File: src/rtl/sprite_line_scheduler.sv
// Per-scanline sprite evaluator: scans the attribute RAM once per line and publishes
// up to SLOTS visible sprites (front-most first) into a double-buffered output list.
module sprite_line_scheduler #(
    parameter int MAX_SPRITES = 8,
    parameter int SLOTS       = 4,
    localparam int IW         = $clog2(MAX_SPRITES)
) (
    input  logic                  clk,
    input  logic                  reset,
    input  logic                  line_start,
    input  logic [9:0]            next_y,
    input  logic                  cpu_wr_req,
    output logic                  ram_rd_en,
    output logic [IW-1:0]         ram_rd_idx,
    input  logic [9:0]            ram_y,
    input  logic [4:0]            ram_h,
    input  logic                  ram_en,
    output logic [SLOTS-1:0]      slot_valid,
    output logic [SLOTS*IW-1:0]   slot_idx,
    output logic [SLOTS*4-1:0]    slot_row,
    output logic                  list_ready,
    output logic                  late,
    output logic                  overflow,
    output logic                  busy
);

    localparam int CW = $clog2(SLOTS + 1);
    localparam logic [IW-1:0] LAST_IDX = IW'(MAX_SPRITES - 1);

    typedef enum logic [1:0] {IDLE, READ, CHECK, DONE} state_t;

    state_t state_q, state_d;

    logic [9:0]          ly_q, ly_d;
    logic [IW-1:0]       index_q, index_d;
    logic [CW-1:0]       count_q, count_d;
    logic [SLOTS-1:0]    stg_valid_q, stg_valid_d;
    logic [SLOTS*IW-1:0] stg_idx_q, stg_idx_d;
    logic [SLOTS*4-1:0]  stg_row_q, stg_row_d;
    logic                stg_ovf_q, stg_ovf_d;
    logic [SLOTS-1:0]    out_valid_q, out_valid_d;
    logic [SLOTS*IW-1:0] out_idx_q, out_idx_d;
    logic [SLOTS*4-1:0]  out_row_q, out_row_d;
    logic                out_ovf_q, out_ovf_d;
    logic                list_ready_q, list_ready_d;
    logic                late_q, late_d;

    logic signed [10:0]  diff;
    logic [4:0]          h_lim;
    logic                hit;

    // Sprites taller than 16 lines are clipped; a negative diff means the sprite starts below the line.
    always_comb begin
        diff  = $signed({1'b0, ly_q}) - $signed({1'b0, ram_y});
        h_lim = (ram_h > 5'd16) ? 5'd16 : ram_h;
        hit   = ram_en && (diff >= 11'sd0) && (diff < $signed({6'd0, h_lim}));
    end

    always_ff @(posedge clk) begin
        if (reset) begin
            state_q <= IDLE;
        end else begin
            state_q <= state_d;
        end
    end

    always_comb begin
        state_d = state_q;
        case (state_q)
            IDLE:    if (line_start) state_d = READ;
            READ:    if (line_start) state_d = READ;
                     else if (!cpu_wr_req) state_d = CHECK;
            CHECK:   if (line_start) state_d = READ;
                     else if (index_q == LAST_IDX) state_d = DONE;
                     else state_d = READ;
            DONE:    state_d = line_start ? READ : IDLE;
            default: state_d = IDLE;
        endcase
    end

    always_comb begin
        ram_rd_en  = (state_q == READ) && !cpu_wr_req;
        ram_rd_idx = index_q;
        busy       = (state_q != IDLE);
    end

    always_comb begin
        ly_d         = ly_q;
        index_d      = index_q;
        count_d      = count_q;
        stg_valid_d  = stg_valid_q;
        stg_idx_d    = stg_idx_q;
        stg_row_d    = stg_row_q;
        stg_ovf_d    = stg_ovf_q;
        out_valid_d  = out_valid_q;
        out_idx_d    = out_idx_q;
        out_row_d    = out_row_q;
        out_ovf_d    = out_ovf_q;
        list_ready_d = 1'b0;
        late_d       = 1'b0;

        // Publication reads the staging registers before any restart below clears them.
        if (state_q == DONE) begin
            out_valid_d  = stg_valid_q;
            out_idx_d    = stg_idx_q;
            out_row_d    = stg_row_q;
            out_ovf_d    = stg_ovf_q;
            list_ready_d = 1'b1;
        end

        if (line_start) begin
            late_d      = (state_q == READ) || (state_q == CHECK);
            ly_d        = next_y;
            index_d     = '0;
            count_d     = '0;
            stg_valid_d = '0;
            stg_idx_d   = '0;
            stg_row_d   = '0;
            stg_ovf_d   = 1'b0;
        end else if (state_q == CHECK) begin
            if (hit) begin
                if (count_q < CW'(SLOTS)) begin
                    for (int k = 0; k < SLOTS; k++) begin
                        if (count_q == CW'(k)) begin
                            stg_valid_d[k]          = 1'b1;
                            stg_idx_d[k*IW +: IW]   = index_q;
                            stg_row_d[k*4 +: 4]     = diff[3:0];
                        end
                    end
                    count_d = count_q + CW'(1);
                end else begin
                    stg_ovf_d = 1'b1;
                end
            end
            if (index_q != LAST_IDX) index_d = index_q + IW'(1);
        end
    end

    always_ff @(posedge clk) begin
        if (reset) begin
            ly_q         <= '0;
            index_q      <= '0;
            count_q      <= '0;
            stg_valid_q  <= '0;
            stg_idx_q    <= '0;
            stg_row_q    <= '0;
            stg_ovf_q    <= 1'b0;
            out_valid_q  <= '0;
            out_idx_q    <= '0;
            out_row_q    <= '0;
            out_ovf_q    <= 1'b0;
            list_ready_q <= 1'b0;
            late_q       <= 1'b0;
        end else begin
            ly_q         <= ly_d;
            index_q      <= index_d;
            count_q      <= count_d;
            stg_valid_q  <= stg_valid_d;
            stg_idx_q    <= stg_idx_d;
            stg_row_q    <= stg_row_d;
            stg_ovf_q    <= stg_ovf_d;
            out_valid_q  <= out_valid_d;
            out_idx_q    <= out_idx_d;
            out_row_q    <= out_row_d;
            out_ovf_q    <= out_ovf_d;
            list_ready_q <= list_ready_d;
            late_q       <= late_d;
        end
    end

    assign slot_valid = out_valid_q;
    assign slot_idx   = out_idx_q;
    assign slot_row   = out_row_q;
    assign overflow   = out_ovf_q;
    assign list_ready = list_ready_q;
    assign late       = late_q;

endmodule

File: config.mk
export PLATFORM = sky130hd
export DESIGN_NAME = sprite_line_scheduler
export DESIGN_NICKNAME = d
export VERILOG_FILES = /design/src/rtl/sprite_line_scheduler.sv
export SDC_FILE = /design/constraint.sdc
export NUM_CORES = 1
export LEC_CHECK = 0
export CORE_ASPECT_RATIO = 1.2
export CORE_UTILIZATION = 40
export DETAILED_ROUTE_END_ITERATION = 12
export MAX_ROUTING_LAYER = met4
export PLACE_DENSITY = 0.7
export SETUP_SLACK_MARGIN = 0.5
export SLEW_MARGIN = 20
export SYNTH_ARGS = -nofsm -noshare
export SYNTH_HDL_FRONTEND = slang
export SYNTH_SLANG_ARGS = --single-unit
File: constraint.sdc
create_clock -name clk -period 4.45 [get_ports clk]
set_input_delay 1.1125 -clock clk [delete_from_list [all_inputs] [get_ports clk]]
set_output_delay 1.1125 -clock clk [all_outputs]
set_load 0.02 [all_outputs]
==> results of run 1 <==
==> layout make-up <==
cell class | count | area [um2]
tap | 120 | 150.1
fill | 850 | 4238
timing repair buffer | 77 | 750.7
sequential | 86 | 1722
inverter | 24 | 90.09
clock inverter | 7 | 103.9
clock buffer | 9 | 123.9
multi-input combinational | 273 | 1998
==> layer usage <==
| metal | vias to the layer above | global-route usage (%) | wire (um) | part of all wire [%] |
|---|---|---|---|---|
| met3 | 10 | 2.974 | 244 | 3.2 |
| met1 | 1360 | 19.00 | 3500 | 45 |
| met4 | 0 | 7.029 | 121 | 1.6 |
| met5 | - | - | 0 | 0 |
| met2 | 55 | 29.70 | 3854 | 50 |
| li1 | 1489 | - | - | - |
==> what timing repair did <==
item	in CTS	in global routing
setup endpoints to repair	0	34
gates resized for setup	0	5
hold endpoints to repair	0	0
setup buffers	0	1
hold buffers	0	0
==> cell usage in the layout, fill, tap and decap left out, drive strengths merged, types with 4 or more instances in the layout <==
cell type	instances
clkbuf	9
inv	27
nor2b	5
a21o	4
buf	8
nor2	55
a211oi	5
ha	25
or2	4
nor3	4
o21ai	4
mux2i	73
nand2	45
clkdlybuf4s50	69
nand2b	4
a21oi	9
dfxtp	86
xnor2	6
==> path summary, 6_finish.rpt <==
| path | startpoint | to | slack (ns) | depth (start not counted) |
|---|---|---|---|---|
| worst max-delay path | ram_y[0] | stg_row_q[0]$_SDFFE_PP0P_ | 0.67 | 15 |
| worst min register to register | stg_valid_q[1]$_SDFFE_PP0P_ | stg_valid_q[1]$_SDFFE_PP0P_ | 0.46 | 2 |
| worst max register to register | ly_q[0]$_SDFFE_PP0P_ | stg_row_q[0]$_SDFFE_PP0P_ | 1.51 | 15 |
| worst min-delay path | stg_valid_q[1]$_SDFFE_PP0P_ | stg_valid_q[1]$_SDFFE_PP0P_ | 0.46 | 2 |
==> metrics by stage <==
stage,cells,area [um2],hold WS [ns],power (mW),setup slack [ns]
finish,596,4938,0.4579,1.597,0.6748
CTS,595,4906,0.4625,1.610,0.5710
global placement,579,4678,0.4443,0.9881,0.2859
floorplan,401,3852,0.4248,0.9270,0.8307
global route,596,4938,0.4926,1.672,0.4968
detailed placement,579,4678,0.4457,0.9914,0.1912
==> synth_stat cells, types with 5 or more instances <==
library cell,n
sky130_fd_sc_hd__inv_1,24
sky130_fd_sc_hd__dfxtp_1,86
sky130_fd_sc_hd__nand2_1,45
sky130_fd_sc_hd__ha_1,25
sky130_fd_sc_hd__a21oi_1,9
sky130_fd_sc_hd__xnor2_1,6
sky130_fd_sc_hd__nor2b_1,5
sky130_fd_sc_hd__nor2_1,55
sky130_fd_sc_hd__clkbuf_1,14
sky130_fd_sc_hd__a211oi_1,5
sky130_fd_sc_hd__mux2i_1,73
==> kinds of logic after synthesis <==
family          share of synthesized area [%]
xor+xnor                                1.591
fa+ha+maj                               8.639
simple gates                            15.98
buf+inv                                 4.222
mux                                     18.97
flops                                   44.69
compound gates                          5.911
==> state kept, by name, summed over array words and instances, names as in the netlist <==
register     count
slot_row        16
slot_valid       4
late             1
stg_row_q       16
slot_idx        12
stg_valid_q      4
stg_ovf_q        1
overflow         1
state_q          2
list_ready       1
stg_idx_q       12
ram_rd_idx       3
ly_q            10
count_q          3
==> worst max-delay path, cell delays in order <==
cell                              delay (ns)
sky130_fd_sc_hd__clkdlybuf4s50_1        0.41
sky130_fd_sc_hd__ha_1                   0.22
sky130_fd_sc_hd__fa_1                   0.41
sky130_fd_sc_hd__nand2b_4               0.17
sky130_fd_sc_hd__nand2b_1               0.08
sky130_fd_sc_hd__a21oi_1                0.08
sky130_fd_sc_hd__xnor2_1                0.13
sky130_fd_sc_hd__ha_1                   0.22
sky130_fd_sc_hd__a211oi_2               0.17
sky130_fd_sc_hd__o221ai_2               0.14
sky130_fd_sc_hd__nor4_4                 0.21
sky130_fd_sc_hd__buf_4                  0.19
sky130_fd_sc_hd__and3_4                 0.20
sky130_fd_sc_hd__buf_4                  0.14
sky130_fd_sc_hd__mux2i_1                0.17
==> power breakdown <==
group,internal (mW),switching (mW)
registers,0.777,0.00546
logic,0.0909,0.104
clock network,0.324,0.296
==> impl_metrics.py, run 1 <==
metrics = {
    "synthesis": {
        "ys_seq_elements": 86,
        "async_flop_share_pct": 0,
        "netlist_top_cells_area": "sky130_fd_sc_hd__dfxtp_1 45%, sky130_fd_sc_hd__mux2i_1 19%, sky130_fd_sc_hd__ha_1 8.1%, sky130_fd_sc_hd__nor2_1 5.4%, sky130_fd_sc_hd__nand2_1 4.4%",
        "synth_top_area_share_pct": 44.69,
        "post_synthesis_instance_area_um2": 3852,
        "synth_fp_nets": 457,
        "synthesis.area_per_instance_um2": 9.607,
        "synth_warn": 0,
        "synthesis.instances": 401,
        "ys_seq_area_share_pct": 44.69,
        "synth_cell_types": 41,
        "synth_flop_cell": "sky130_fd_sc_hd__dfxtp_1",
        "synth_largest_area_cell": "sky130_fd_sc_hd__dfxtp_1",
        "synth-edff-count": 0,
    },
    "critical_path": {
        "worstSetupPathType": "input pin to register",
        "timing.critical_path.arrival_ns": 4.06,
        "worst_setup_path_start_kind": "input pin",
        "worst_setup_path_end_kind": "register",
        "required_worst_endpoint_ns": 4.73,
        "critical_path.max_fanout": 6,
    },
    "clock_tree": {
        "clk_path_buf_depth": 2,
        "count_of_h_tree_levels_built_during_cts": 3,
        "clock_sinks": 86,
        "numCtsBuffers": 9,
        "clock_insertion_delay_worst_skew_ns": 0.36,
        "tritoncts_clock_tree": "built",
        "cts.root.buffer_cell": "sky130_fd_sc_hd__clkbuf_8",
        "path_clk_slew_ns": 0.09,
    },
    "sta": {
        "max_clock_freq_mhz": 264.9,
        "layout_min_cycle_time_ns": 3.775,
        "finalSetupViolations": 0,
        "drv_slew": 0,
        "report.final.hold_viol_count": 0,
        "clock_skew_ns": 0.01255,
        "max-slew-margin-rel_pct": 30.99,
        "tns_ns": 0,
        "worst_slew_pin_slew_ns": 1.035,
        "rsz0062_at_grt": "no",
        "final_min_period_over_clock_period_pct": 84.84,
    },
    "place": {
        "globalplace.congestion": 0.8207,
        "dp_hpwl_mm": 5.703,
        "portBuffers": 69,
    },
    "power_and_ir_drop": {
        "power_density_nw_per_um2": 323.4,
        "worst_supply_voltage_drop_on_vdd_v": 0.0001434,
        "total_leakage_power_nw": 2.013,
    },
    "global_routing": {
        "grt_use_total_pct": 16.88,
        "grt_max_degree": 47,
        "gr-total-overflow": 0,
        "initial_antenna_violation_count": 0,
        "first_global_vias": 2912,
        "grt_first_pass_wirelength_mm": 13.06,
    },
    "run_status": {
        "status": "finished clean",
    },
    "run": {
        "cap_violations": 0,
    },
    "routing": {
        "vias_after_detailed_routing": 2914,
        "drt_first_iter_violations": 55,
        "drt_wl_total_mm": 7.719,
        "wire_per_inst_um": 12.95,
        "route.detailed.drc": 0,
        "drtPass1Iterations": 4,
        "routed_via_density": 4.889,
        "antenna_violating_nets_post_route": 0,
    },
    "die": {
        "floorplan.initialDensity_pct": 41.98,
        "chipWidth_um": 91.59,
        "num_rows": 38,
        "die-height_um": 109.5,
        "placeableCoreArea_um2": 9176,
        "area_of_the_die_um2": 10030,
        "io_pins": 70,
    },
    "layout": {
        "net_total_in_the_final_layout": 527,
        "final_util_pct": 53.82,
        "antenna_cells": 0,
        "area.growth.synth_to_final_pct": 28.19,
        "layout-drive-gt1-share_pct": 8.193,
    },
    "min_path": {
        "worstHoldPathType": "register to register",
    },
}
Power figures use the tool's default switching activity.
==> run 2: changes to the inputs <==
Clock period 4.45 ns to 4 ns, I/O delays scaled along.
==> impl_metrics.py, run 2 (synthesis gave the netlist of run 1 again) <==
metrics = {
    "critical_path": {
        "timing.critical_path.max_delay_family": "buffers and inverters",
        "worst_setup_path_start_kind": "input pin",
        "crit_path_max_incr_delay_ns": 0.45,
        "crit_path_cell_trace": "clkdlybuf4s50_1 -> inv_1 -> ha_4 -> nand2b_4 -> nand2b_1 -> a21oi_1 -> xnor2_1 -> ha_2 -> a211oi_2 -> o221ai_2 -> nor4_4 -> buf_6 -> buf_4 -> buf_4 -> a211oi_1 -> a31o_2",
        "timing.critical_path.arrival_ns": 3.58,
        "critPathSlowestCell": "sky130_fd_sc_hd__clkdlybuf4s50_1",
        "worstSetupPathType": "input pin to register",
        "critical_path.max_fanout": 6,
        "required_worst_endpoint_ns": 4.25,
        "worst-path-buf-inv": 5,
        "r2r-end": "count_q[0]$_SDFFE_PP0P_",
        "cpMostUsedCell": "sky130_fd_sc_hd__buf_4",
        "worst_setup_path_end_kind": "register",
        "r2r-start": "ly_q[0]$_SDFFE_PP0P_",
        "r2r.worst_path.cells": 16,
        "reg2reg_slack_ns": 1.13,
    },
    "place": {
        "dp_hpwl_mm": 5.845,
        "portBuffers": 69,
        "place.detailed.instances": 579,
        "globalplace.congestion": 0.8076,
        "detailed_place.area_um2": 4700,
    },
    "clock_tree": {
        "tritoncts_clock_tree": "built",
        "path_clk_slew_ns": 0.08,
        "numCtsBuffers": 9,
        "count_of_h_tree_levels_built_during_cts": 3,
        "clock_insertion_delay_worst_skew_ns": 0.35,
        "clock_sinks": 86,
        "clk_path_buf_depth": 2,
        "cts.root.buffer_cell": "sky130_fd_sc_hd__clkbuf_8",
        "cts.hold.buffers_added": 0,
    },
    "die": {
        "num_rows": 38,
        "area_of_the_die_um2": 10030,
        "floorplan.initialDensity_pct": 41.98,
        "die-height_um": 109.5,
        "io_pins": 70,
        "chipWidth_um": 91.59,
        "placeableCoreArea_um2": 9176,
    },
    "layout": {
        "antenna_cells": 0,
        "fill_cell_total_of_the_finished_layout": 835,
        "layout-drive-gt1-share_pct": 10.40,
        "most-common-layout-cells": "86 x sky130_fd_sc_hd__dfxtp_1, 73 x sky130_fd_sc_hd__mux2i_1, 66 x sky130_fd_sc_hd__clkdlybuf4s50_1, 54 x sky130_fd_sc_hd__nor2_1, 45 x sky130_fd_sc_hd__nand2_1",
        "leading_cell_type_in_the_layout_fill_and_taps_excluded": "sky130_fd_sc_hd__dfxtp_1",
        "net_total_in_the_final_layout": 532,
        "final_area_um2": 5006,
        "instances_no_fill": 601,
        "area.growth.synth_to_final_pct": 29.94,
        "total_area_of_multi_input_combinational_cells_um2": 2043,
        "register_area_um2": 1722,
    },
    "min_path": {
        "worstHoldPathType": "register to register",
        "worst_hold_path.endpoint": "stg_valid_q[2]$_SDFFE_PP0P_",
        "worst_hold_path.num_cells": 2,
        "worst_hold_startpoint": "stg_valid_q[2]$_SDFFE_PP0P_",
    },
    "power_and_ir_drop": {
        "total_leakage_power_nw": 2.055,
        "worst_supply_voltage_drop_on_vdd_v": 0.0001891,
        "pnr_total_power_mw": 1.732,
        "power_density_nw_per_um2": 346.0,
    },
    "global_routing": {
        "grt_use_total_pct": 17.64,
        "first_global_vias": 2901,
        "initial_antenna_violation_count": 0,
        "gr-total-overflow": 0,
        "grt_max_degree": 39,
        "grt_first_pass_wirelength_mm": 13.39,
    },
    "sta": {
        "layout_min_cycle_time_ns": 3.327,
        "max_clock_freq_mhz": 300.6,
        "worst_slew_pin_slew_ns": 1.040,
        "clock_skew_ns": 0.007922,
        "drv_slew": 0,
        "report.final.hold_viol_count": 0,
        "finalSetupViolations": 0,
        "fin_worst_hold_slack_ns": 0.4537,
        "max-slew-margin-rel_pct": 30.69,
        "final_min_period_over_clock_period_pct": 83.17,
        "rsz0062_at_grt": "yes",
    },
    "routing": {
        "drt_wl_total_mm": 8.023,
        "drtPass1Iterations": 4,
        "vias_after_detailed_routing": 2955,
        "route.detailed.drc": 0,
        "drt_first_iter_violations": 83,
        "routed_via_density": 4.917,
        "wire_per_inst_um": 13.35,
        "antenna_violating_nets_post_route": 0,
    },
    "run_status": {
        "status": "finished clean",
    },
    "run": {
        "cap_violations": 0,
    },
}
## run 2: per-stage QoR
stage | setup TNS [ns] | setup WS (ns) | utilization (%)
after floorplan | 0 | 0.5016 | -
after global placement | -0.7654 | -0.04153 | 51.21
after detailed placement | -3.005 | -0.1389 | 51.21
after CTS | 0 | 0.5180 | 53.90
after global routing | 0 | 0.4926 | 54.55
final | 0 | 0.6730 | 54.55
## run 2: worst register-to-register path, stage by stage, from the launching register on
cell,delay (ns)
sky130_fd_sc_hd__dfxtp_1,0.33
sky130_fd_sc_hd__inv_1,0.04
sky130_fd_sc_hd__ha_2,0.18
sky130_fd_sc_hd__fa_2,0.39
sky130_fd_sc_hd__nand2b_4,0.15
sky130_fd_sc_hd__nand2b_1,0.07
sky130_fd_sc_hd__a21oi_1,0.08
sky130_fd_sc_hd__xnor2_1,0.14
sky130_fd_sc_hd__ha_2,0.17
sky130_fd_sc_hd__a211oi_2,0.16
sky130_fd_sc_hd__o221ai_2,0.14
sky130_fd_sc_hd__nor4_4,0.25
sky130_fd_sc_hd__buf_6,0.17
sky130_fd_sc_hd__buf_4,0.11
sky130_fd_sc_hd__buf_4,0.11
sky130_fd_sc_hd__a211oi_1,0.06
sky130_fd_sc_hd__a31o_2,0.21
## run 2: how the worst max path moves through the flow
| stage | start | end | slack [ns] | depth (start not counted) |
|---|---|---|---|---|
| 2_1_floorplan | ram_y[0] | stg_idx_q[0]$_SDFFE_PP0P_ | 0.50 | 13 |
| 3_3_place_gp | ram_y[0] | stg_row_q[9]$_SDFFE_PP0P_ | -0.04 | 13 |
| 3_5_place_dp | ram_y[0] | stg_row_q[0]$_SDFFE_PP0P_ | -0.14 | 14 |
| 4_1_cts | ram_y[4] | count_q[0]$_SDFFE_PP0P_ | 0.52 | 13 |
| 5_1_grt | ram_y[4] | count_q[0]$_SDFFE_PP0P_ | 0.49 | 13 |
| 6_report | ram_y[2] | count_q[0]$_SDFFE_PP0P_ | 0.67 | 16 |
## run 2: metal layers
layer  vias up  track usage [%]  share of wire (%)
met2        58            30.77                 50
met1      1388            20.13                 46
met3        10            2.282                2.9
li1       1499                -                  -
met5         -                -                  0
met4         0            8.503                1.7
## run 2: power breakdown
part / internal, mW / switching (mW)
clock: 0.323 / 0.298
combinational: 0.115 / 0.125
sequential: 0.864 / 0.00655
## run 2: timing repair
item | in CTS | in global routing
gates resized for setup | 5 | 9
setup buffers | 4 | 2
pin swaps | 5 | 9
setup endpoints to repair | 36 | 36
## run 2: cell type report
cell class	instances	share of cell area (%)
Clock buffer	13	3.174
Clock inverter	3	0.8498
Inverter	24	1.800
Multi-Input combinational cell	273	40.81
Sequential cell	86	34.39
Tap cell	120	2.999
Timing Repair Buffer	82	15.97
==> run 3: changes to the inputs <==
Settings changed: PLACE_DENSITY 0.7 to 0.72.
Clock period 4 ns to 2.95 ns, I/O delays scaled along.
==> impl_metrics.py, run 3 (synthesis gave the netlist of run 1 again) <==
metrics = {
    "run_status": {
        "status": "finished clean",
    },
    "layout": {
        "antenna_cells": 0,
        "total_area_of_multi_input_combinational_cells_um2": 2176,
        "final_area_um2": 5349,
        "instances_no_fill": 624,
        "layout-drive-gt1-share_pct": 19.64,
        "register_area_um2": 1723,
        "fill_cell_total_of_the_finished_layout": 769,
        "leading_cell_type_in_the_layout_fill_and_taps_excluded": "sky130_fd_sc_hd__dfxtp_1",
        "most-common-layout-cells": "85 x sky130_fd_sc_hd__dfxtp_1, 73 x sky130_fd_sc_hd__mux2i_1, 58 x sky130_fd_sc_hd__clkdlybuf4s50_1, 54 x sky130_fd_sc_hd__nor2_1, 45 x sky130_fd_sc_hd__nand2_1",
        "area.growth.synth_to_final_pct": 38.84,
        "net_total_in_the_final_layout": 555,
    },
    "routing": {
        "routed_via_density": 4.881,
        "drt_wl_total_mm": 8.344,
        "wire_per_inst_um": 13.37,
        "route.detailed.drc": 0,
        "drtPass1Iterations": 4,
        "drt_first_iter_violations": 106,
        "vias_after_detailed_routing": 3046,
        "antenna_violating_nets_post_route": 0,
    },
    "critical_path": {
        "worst_setup_path_end_kind": "register",
        "worst_setup_path_start_kind": "input pin",
        "timing.critical_path.arrival_ns": 3.10,
        "worstSetupPathType": "input pin to register",
        "critPathSlowestCell": "sky130_fd_sc_hd__fa_2",
        "required_worst_endpoint_ns": 3.23,
        "crit_path_cell_trace": "buf_6 -> ha_4 -> fa_2 -> inv_2 -> ha_4 -> nor4bb_1 -> o21ai_1 -> o211ai_1 -> and4_4 -> and3_4 -> buf_12 -> mux2i_1",
        "crit_path_max_incr_delay_ns": 0.54,
        "critical_path.max_fanout": 8,
        "cpMostUsedCell": "sky130_fd_sc_hd__ha_4",
    },
    "clock_tree": {
        "clock_insertion_delay_worst_skew_ns": 0.36,
        "path_clk_slew_ns": 0.08,
        "clock_sinks": 86,
        "clk_path_buf_depth": 2,
        "count_of_h_tree_levels_built_during_cts": 3,
        "numCtsBuffers": 9,
        "cts.root.buffer_cell": "sky130_fd_sc_hd__clkbuf_8",
        "tritoncts_clock_tree": "built",
        "cts.hold.buffers_added": 0,
    },
    "place": {
        "dp_hpwl_mm": 6.030,
        "portBuffers": 69,
        "globalplace.congestion": 0.8142,
        "place.detailed.instances": 600,
        "detailed_place.area_um2": 4921,
        "preCtsSetupSlack_ns": -0.7983,
    },
    "sta": {
        "worst_slew_pin_slew_ns": 1.032,
        "fin_worst_hold_slack_ns": 0.4595,
        "max_clock_freq_mhz": 354.8,
        "drv_slew": 0,
        "finalSetupViolations": 0,
        "worst_slack_ns": 0.1315,
        "layout_min_cycle_time_ns": 2.819,
        "rsz0062_at_grt": "yes",
        "report.final.hold_viol_count": 0,
        "max-slew-margin-rel_pct": 31.23,
        "tns_ns": 0,
        "clock_skew_ns": 0.01210,
        "final_min_period_over_clock_period_pct": 95.54,
    },
    "die": {
        "io_pins": 70,
        "area_of_the_die_um2": 10030,
        "num_rows": 38,
        "placeableCoreArea_um2": 9176,
        "die-height_um": 109.5,
        "chipWidth_um": 91.59,
        "floorplan.initialDensity_pct": 41.98,
    },
    "global_routing": {
        "initial_antenna_violation_count": 0,
        "grt_max_degree": 35,
        "gr-total-overflow": 0,
        "grt_first_pass_wirelength_mm": 13.72,
        "first_global_vias": 2965,
        "grt_use_total_pct": 18.05,
    },
    "power_and_ir_drop": {
        "total_leakage_power_nw": 2.199,
        "seq_power_share_pct": 47.9,
        "power.share.clock_pct": 36.1,
        "internal_power_mw": 1.856,
        "switching_share_of_power_pct": 24.88,
        "power_density_nw_per_um2": 462.0,
        "combinationalPowerShare_pct": 16.0,
        "worst_supply_voltage_drop_on_vdd_v": 0.0003110,
        "p_switching_mw": 0.6149,
    },
    "min_path": {
        "worstHoldPathType": "register to register",
    },
    "run": {
        "cap_violations": 0,
    },
}
-- run 3: cell types whose count changed in the layout (fill, tap and decap cells not counted), moves of 6 or more --
cell / change
sky130_fd_sc_hd__inv_2: +7
sky130_fd_sc_hd__clkdlybuf4s50_1: -8
sky130_fd_sc_hd__dlygate4sd2_1: +8
sky130_fd_sc_hd__inv_1: -7
sky130_fd_sc_hd__buf_4: +21
sky130_fd_sc_hd__ha_1: -6
sky130_fd_sc_hd__ha_4: +7
-- run 3: final cells by class --
| class | count | share of cell area [%] |
|---|---|---|
| multi-input cells | 273 | 40.68 |
| flip-flops and latches | 86 | 32.21 |
| inverters | 24 | 1.684 |
| repair buffers | 105 | 18.62 |
| well taps | 120 | 2.807 |
| clock inverters | 6 | 1.614 |
| clock buffers | 10 | 2.386 |
-- run 3: worst paths after layout --
| kind | slack [ns] | cells after the start | end | from |
|---|---|---|---|---|
| worst max register to register | 0.20 | 12 | stg_row_q[0]$_SDFFE_PP0P_ | ly_q[0]$_SDFFE_PP0P_ |
| worst max-delay path | 0.13 | 12 | stg_row_q[0]$_SDFFE_PP0P_ | ram_y[0] |
| worst min-delay path | 0.46 | 2 | stg_valid_q[1]$_SDFFE_PP0P_ | stg_valid_q[1]$_SDFFE_PP0P_ |
| worst min register to register | 0.46 | 2 | stg_valid_q[1]$_SDFFE_PP0P_ | stg_valid_q[1]$_SDFFE_PP0P_ |
-- run 3: repair_timing --
| item | in CTS | in global routing |
|---|---|---|
| buffers inserted | 7 | 1 |
| setup endpoints to repair | 38 | 36 |
| pin swaps | 23 | 3 |
| resized for setup | 52 | 4 |
-- run 3: per-layer routing --
| layer | vias up | wire length, um | track usage, % |
|---|---|---|---|
| li1 | 1550 | - | - |
| met1 | 1436 | 3604 | 19.85 |
| met2 | 52 | 4374 | 31.95 |
| met3 | 8 | 256 | 4.219 |
| met4 | 0 | 109 | 6.576 |
| met5 | - | 0 | - |
-- run 3: worst max-delay path, delay by kind of cell --
family,cells,cell delay (ns)
simple gates,3,0.77
fa+ha+maj,3,0.84
compound gates,2,0.25
buf+inv,3,0.29
mux,1,0.20
-- run 3: through the flow --
stage	utilization [%]	total power [mW]
2_1_floorplan	-	1.407
4_1_cts	58.04	2.483
5_1_grt	58.29	2.583
3_3_place_gp	53.63	1.534
6_report	58.29	2.471
3_5_place_dp	53.63	1.541
-- run 3: power groups by stage --
| stage | clock (mW) | sequential (mW) | combinational, mW |
|---|---|---|---|
| floorplan | 0 | 1.21 | 0.200 |
| global placement | 0 | 1.21 | 0.327 |
| detailed placement | 0 | 1.21 | 0.334 |
| CTS | 0.915 | 1.18 | 0.386 |
| global route | 0.967 | 1.18 | 0.432 |
| finish | 0.893 | 1.18 | 0.396 |
